--- src/rtl/conditionneur_boutons.sv ---
// conditionneur_boutons
// Conditions the raw plus/minus push-buttons for the paddle controller.
// Each channel: two-flop synchroniser, debounce counter producing a clean
// level (etat), and a three-state repeat machine that emits one move pulse
// on press, then auto-repeat pulses while the button stays held. Pulses
// that fire on both channels in the same cycle cancel each other at the
// output, while both repeat machines keep their own cadence.

module conditionneur_boutons #(
    parameter int DEBOUNCE      = 500000,
    parameter int REPEAT_DELAY  = 20000000,
    parameter int REPEAT_PERIOD = 7500000,
    parameter int CNT_WIDTH     = 25
) (
    input  logic clk,
    input  logic reset,
    input  logic boutonPlus,
    input  logic boutonMoins,
    output logic impulsionPlus,
    output logic impulsionMoins,
    output logic etatPlus,
    output logic etatMoins
);

    // Channel 0 is plus, channel 1 is minus.
    localparam int NB_CANAUX = 2;

    // Terminal counts, expressed at counter width so comparisons are exact.
    localparam logic [CNT_WIDTH-1:0] DEB_FIN     = CNT_WIDTH'(DEBOUNCE - 1);
    localparam logic [CNT_WIDTH-1:0] DELAI_FIN   = CNT_WIDTH'(REPEAT_DELAY - 1);
    localparam logic [CNT_WIDTH-1:0] PERIODE_FIN = CNT_WIDTH'(REPEAT_PERIOD - 1);
    localparam logic [CNT_WIDTH-1:0] CNT_UN      = CNT_WIDTH'(1);

    typedef enum logic [1:0] {
        RELACHE    = 2'd0,
        ATTENTE    = 2'd1,
        REPETITION = 2'd2
    } etat_fsm_t;

    logic [NB_CANAUX-1:0] bouton_brut;
    logic [NB_CANAUX-1:0] etat_vec;
    logic [NB_CANAUX-1:0] impulsion_brute;

    logic impulsion_plus_q;
    logic impulsion_moins_q;

    assign bouton_brut = {boutonMoins, boutonPlus};

    generate
        for (genvar gi = 0; gi < NB_CANAUX; gi++) begin : g_canal
            logic                 sync1_q;
            logic                 sync2_q;
            logic                 etat_q;
            logic                 etat_d;
            logic [CNT_WIDTH-1:0] deb_cnt_q;
            logic [CNT_WIDTH-1:0] deb_cnt_d;
            logic [CNT_WIDTH-1:0] rep_cnt_q;
            etat_fsm_t            fsm_q;
            logic                 montee;
            logic                 descente;
            logic                 fin_delai;
            logic                 fin_periode;
            logic                 brute;

            // Two-flop synchroniser for the asynchronous raw button.
            always_ff @(posedge clk or posedge reset) begin
                if (reset) begin
                    sync1_q <= 1'b0;
                    sync2_q <= 1'b0;
                end else begin
                    sync1_q <= bouton_brut[gi];
                    sync2_q <= sync1_q;
                end
            end

            // Debounce next state: a disagreement must persist DEBOUNCE
            // consecutive cycles before the clean level flips.
            always_comb begin
                deb_cnt_d = deb_cnt_q;
                etat_d    = etat_q;
                if (sync2_q == etat_q) begin
                    deb_cnt_d = '0;
                end else if (deb_cnt_q == DEB_FIN) begin
                    etat_d    = ~etat_q;
                    deb_cnt_d = '0;
                end else begin
                    deb_cnt_d = deb_cnt_q + CNT_UN;
                end
            end

            // Debounce state registers (clean level and stability counter).
            always_ff @(posedge clk or posedge reset) begin
                if (reset) begin
                    etat_q    <= 1'b0;
                    deb_cnt_q <= '0;
                end else begin
                    etat_q    <= etat_d;
                    deb_cnt_q <= deb_cnt_d;
                end
            end

            // Edges are taken on the next clean level so that the pulse and
            // the level change land on the same clock edge.
            assign montee      = etat_d & ~etat_q;
            assign descente    = ~etat_d & etat_q;
            assign fin_delai   = (rep_cnt_q == DELAI_FIN);
            assign fin_periode = (rep_cnt_q == PERIODE_FIN);

            // Raw move pulse of this channel, before conflict masking; a
            // release always beats a repeat scheduled on the same edge.
            always_comb begin
                brute = 1'b0;
                case (fsm_q)
                    RELACHE:    brute = montee;
                    ATTENTE:    brute = ~descente & fin_delai;
                    REPETITION: brute = ~descente & fin_periode;
                    default:    brute = 1'b0;
                endcase
            end

            // Repeat machine: first pulse on press, one after the initial
            // delay, then one every period until the clean level falls.
            always_ff @(posedge clk or posedge reset) begin
                if (reset) begin
                    fsm_q     <= RELACHE;
                    rep_cnt_q <= '0;
                end else begin
                    case (fsm_q)
                        RELACHE: begin
                            if (montee) begin
                                fsm_q     <= ATTENTE;
                                rep_cnt_q <= '0;
                            end
                        end
                        ATTENTE: begin
                            if (descente) begin
                                fsm_q     <= RELACHE;
                                rep_cnt_q <= '0;
                            end else if (fin_delai) begin
                                fsm_q     <= REPETITION;
                                rep_cnt_q <= '0;
                            end else begin
                                rep_cnt_q <= rep_cnt_q + CNT_UN;
                            end
                        end
                        REPETITION: begin
                            if (descente) begin
                                fsm_q     <= RELACHE;
                                rep_cnt_q <= '0;
                            end else if (fin_periode) begin
                                rep_cnt_q <= '0;
                            end else begin
                                rep_cnt_q <= rep_cnt_q + CNT_UN;
                            end
                        end
                        default: begin
                            fsm_q     <= RELACHE;
                            rep_cnt_q <= '0;
                        end
                    endcase
                end
            end

            assign impulsion_brute[gi] = brute;
            assign etat_vec[gi]        = etat_q;
        end
    endgenerate

    // Output pulse registers: simultaneous pulses on both channels cancel.
    always_ff @(posedge clk or posedge reset) begin
        if (reset) begin
            impulsion_plus_q  <= 1'b0;
            impulsion_moins_q <= 1'b0;
        end else begin
            impulsion_plus_q  <= impulsion_brute[0] & ~impulsion_brute[1];
            impulsion_moins_q <= impulsion_brute[1] & ~impulsion_brute[0];
        end
    end

    assign impulsionPlus  = impulsion_plus_q;
    assign impulsionMoins = impulsion_moins_q;
    assign etatPlus       = etat_vec[0];
    assign etatMoins      = etat_vec[1];

endmodule

--- config.mk ---
export PLATFORM = sky130hd
export DESIGN_NAME = conditionneur_boutons
export DESIGN_NICKNAME = d
export VERILOG_FILES = /design/src/rtl/conditionneur_boutons.sv
export SDC_FILE = /design/constraint.sdc
export NUM_CORES = 1
export LEC_CHECK = 0
export BUFFER_PORTS_ARGS = -buffer_cell sky130_fd_sc_hd__buf_2
export CORE_UTILIZATION = 35
export CTS_BUF_LIST = sky130_fd_sc_hd__clkbuf_2
export CTS_CLUSTER_DIAMETER = 120
export DETAILED_ROUTE_END_ITERATION = 6
export PLACE_DENSITY_LB_ADDON = 0.25
export SETUP_SLACK_MARGIN = 0.1
export SYNTH_ARGS = -nofsm -noshare
export SYNTH_HDL_FRONTEND = slang
export SYNTH_SLANG_ARGS = --single-unit
--- constraint.sdc ---
create_clock -name clk -period 9 [get_ports clk]
set_clock_uncertainty 0.2 [all_clocks]
set_input_delay 1.8 -clock clk [delete_from_list [all_inputs] [get_ports clk]]
set_output_delay 1.8 -clock clk [all_outputs]
set_load 0.03 [all_outputs]
==> results.yml <==
layout:
  nets: 690
  fill_cells: 1724
  drive_gt1_share_pct: 7.66
  area_delta_synth_final_pct: 6.26
die:
  initial_core_util_pct: 35.7
  fp.dieH_um: 135
  core_area_um2: 17300
  num_io_pins: 8
  die_x_um: 135
  rows: 48
  die_area_um2: 18200
critical_path:
  critPathCaptureType: "flop"
  critPathMaxStageDelay_ns: 0.82
  r2r_setup_slack_ns: 5.60
  start_kind: "flop"
  rr_worst_depth: 6
  slowest_stage: "o41ai_2"
  cp.required_ns: 9.39
  rr_startpoint: "g_canal[0].deb_cnt_q[20]"
  cp_data_arrival_time_ns: 3.80
  path_buf_inv: 0
  crit_cells: 6
  crit_chain: "nor4b_1 -> nand4_1 -> o41ai_2 -> o211ai_2 -> or3_1 -> nand3_1"
  cp-endpoint: "g_canal[0].rep_cnt_q[23]"
  crit_fanout: 23
  path_class: "reg2reg"
  critical_path.top_delay_family: "compound AO/OA/AOI/OAI gates"
  r2r_end: "g_canal[0].rep_cnt_q[23]"
  critPathLaunch: "g_canal[0].deb_cnt_q[20]"
timing:
  tightest_slew_ns: 0.942
  final_hold_viol_count: 0
  post-route-min-period_ns: 3.40
  setup_viol: 0
  slew_violations: 0
  tns_ns: 0
  slew_headroom_pct: 37.2
  max_freq_mhz: 294
  fin_crit_sh_pct: 37.8
  rsz0062_at_grt: "no"
logic_synthesis:
  netlist_area_um2: 6180
  synth_edf_count: 0
  synth_top_area_share_pct: 45.4
  synth_nets: 686
  ys_ff_latch: 112
  synth_area_leaders: "dfrtp_1, nand3_1, nor2_1, nand2_1, xor2_1"
  ys_types: 60
  synth_top_flop_cell: "dfrtp_1"
  synth.avg_cell_area_um2: 9.22
  async_flop_share_pct: 100
  yosys_warnings: 0
  synthMostInstantiatedCell: "dfrtp_1"
  synth_area_leader_cell: "dfrtp_1"
  ys_seq_area_share_pct: 45.4
  synth_common_cells: "dfrtp_1, nor2_1, nand2_1, nand3_1"
  syn_inst: 670
pwr:
  p_leak_nw: 2.70
  finalPower_uw: 765
  power_frac_seq_pct: 66.7
  p_sw_share_pct: 24.8
  switchingPower_uw: 190
  p_int_uw: 576
  peakVddDrop_mv: 0.0551
  p_comb_share_pct: 2.6
  p_per_area_nw_per_um2: 117
  power_frac_clock_pct: 30.7
route:
  ant_nets: 0
  vias: 4939
  routed_wl_um: 13400
  dr.first_iter.drc_count: 354
  wl_per_cell_um: 14.8
  drc: 0
  drt_first_pass_iters: 5
  viasPerCell: 5.46
placed_design:
  port_buffers: 7
  dp_hpwl_um: 9080
  gp_congestion: 0.782
clock_network:
  holdBufCountCts: 0
  cts_resized: 0
  clk_pin_slew_worst_paths_ns: 0.31
  cts_num_sinks: 112
  cts_tree: "yes"
  clockBufferDepth: 2
  h-tree-depth: 3
  numCtsBuffers: 9
  insertion_delay_ns: 0.62
  cts_setup_buffers: 0
  root_buffer: "clkbuf_2"
grt:
  grt_pass1_wl_um: 23200
  grt_pass1_vias: 4697
  antenna_found_initial: 1
  grt_max_degree: 59
  globalRoute.totalOverflow: 0
  grt.total_usage_pct: 15.9
job:
  maxCapViolations: 0
hold_path:
  worstHoldStart: "g_canal[1].sync1_q"
  min_path_type: "reg2reg"
status:
  status: "completed"
## layout by cell type, fill, tap and decap left out, types with 3 or more instances in the layout
master      n
or2_2       7
o311ai_2    6
nor4_1      9
and3_1     15
o41a_1      3
o311ai_0    7
nor4b_1     7
buf_2       7
o21a_1      7
nand4_1    31
clkbuf_2    9
buf_4       3
and4_1      4
inv_1      20
a21oi_1    12
or3_1      20
xnor2_1    19
nor2_1     77
xor2_1     28
dfrtp_1   112
a21o_1     10
mux2_2      3
or4_1       7
nor4bb_1    3
nor3_1     18
o21ai_0    31
nand2b_1    4
nor3b_1     3
ha_1       12
nand2_1    73
nand3_1    65
## power groups by stage
stage               clock network (mW)  registers (mW)  logic (mW)
floorplan                            0           0.518      0.0149
global placement                     0           0.519      0.0204
detailed placement                   0           0.519      0.0209
CTS                              0.246           0.511      0.0209
global route                     0.266           0.512      0.0235
finish                           0.235           0.511      0.0197
## worst reg2reg max path: cells and delay by family, from the launching register on
| kind | cells | cell delay (ns) |
|---|---|---|
| AOI/OAI and AO/OA | 2 | 1.40 |
| DFF | 1 | 0.49 |
| and+or+nand+nor | 4 | 1.31 |
## flip-flops by register name, indices dropped and copies added, names as in the netlist
name / cells
g_canal.fsm_q: 4
g_canal.sync2_q: 2
etatMoins: 1
impulsionPlus: 1
etatPlus: 1
g_canal.rep_cnt_q: 50
g_canal.sync1_q: 2
g_canal.deb_cnt_q: 50
impulsionMoins: 1
## cell type report
| cell class | instances | area [um2] | area share [%] |
|---|---|---|---|
| Clock inverter | 7 | 71.3 | 1.09 |
| Clock buffer | 9 | 45.0 | 0.686 |
| Timing Repair Buffer | 10 | 57.6 | 0.877 |
| Tap cell | 225 | 282 | 4.29 |
| Sequential cell | 112 | 2800 | 42.7 |
| Inverter | 21 | 81.3 | 1.24 |
| Antenna cell | 1 | 2.50 | 0.0381 |
| Multi-Input combinational cell | 520 | 3220 | 49.1 |
## logic make-up after synthesis
group / share of synthesized area (%)
XOR/XNOR: 6.66
adder cells (fa/ha/maj): 2.43
buffers and inverters: 2.47
multiplexers: 0.871
flip-flops: 45.4
AND/OR/NAND/NOR: 29.9
AO/OA/AOI/OAI: 12.3
## through the flow
step	util [%]	instances	setup slack (ns)	instance area [um2]	hold WS, ns
floorplan	-	670	4.04	6180	0.131
global placement	37.3	888	5.60	6450	0.139
detailed placement	37.3	888	5.57	6450	0.136
CTS	37.9	904	5.53	6560	0.192
global route	38.0	905	5.20	6570	0.214
finish	38.0	905	5.60	6570	0.192
## worst min-delay path by stage
stage | end | slack (ns) | cells past startpoint
after floorplan | g_canal[0].sync2_q | 0.13 | 0
after global placement | g_canal[0].sync2_q | 0.14 | 0
after detailed placement | g_canal[1].sync2_q | 0.14 | 0
after CTS | g_canal[1].sync2_q | 0.19 | 0
after global routing | g_canal[1].sync2_q | 0.21 | 0
final | g_canal[1].sync2_q | 0.19 | 0
## routing by layer
layer | routed length (um) | vias to the layer above | track usage [%]
met5 | 0 | - | 0
met4 | 217 | 0 | 6.68
li1 | - | 2435 | -
met1 | 6640 | 2436 | 22.1
met3 | 244 | 14 | 2.21
met2 | 6270 | 54 | 24.7
Power figures use the tool's default switching activity.
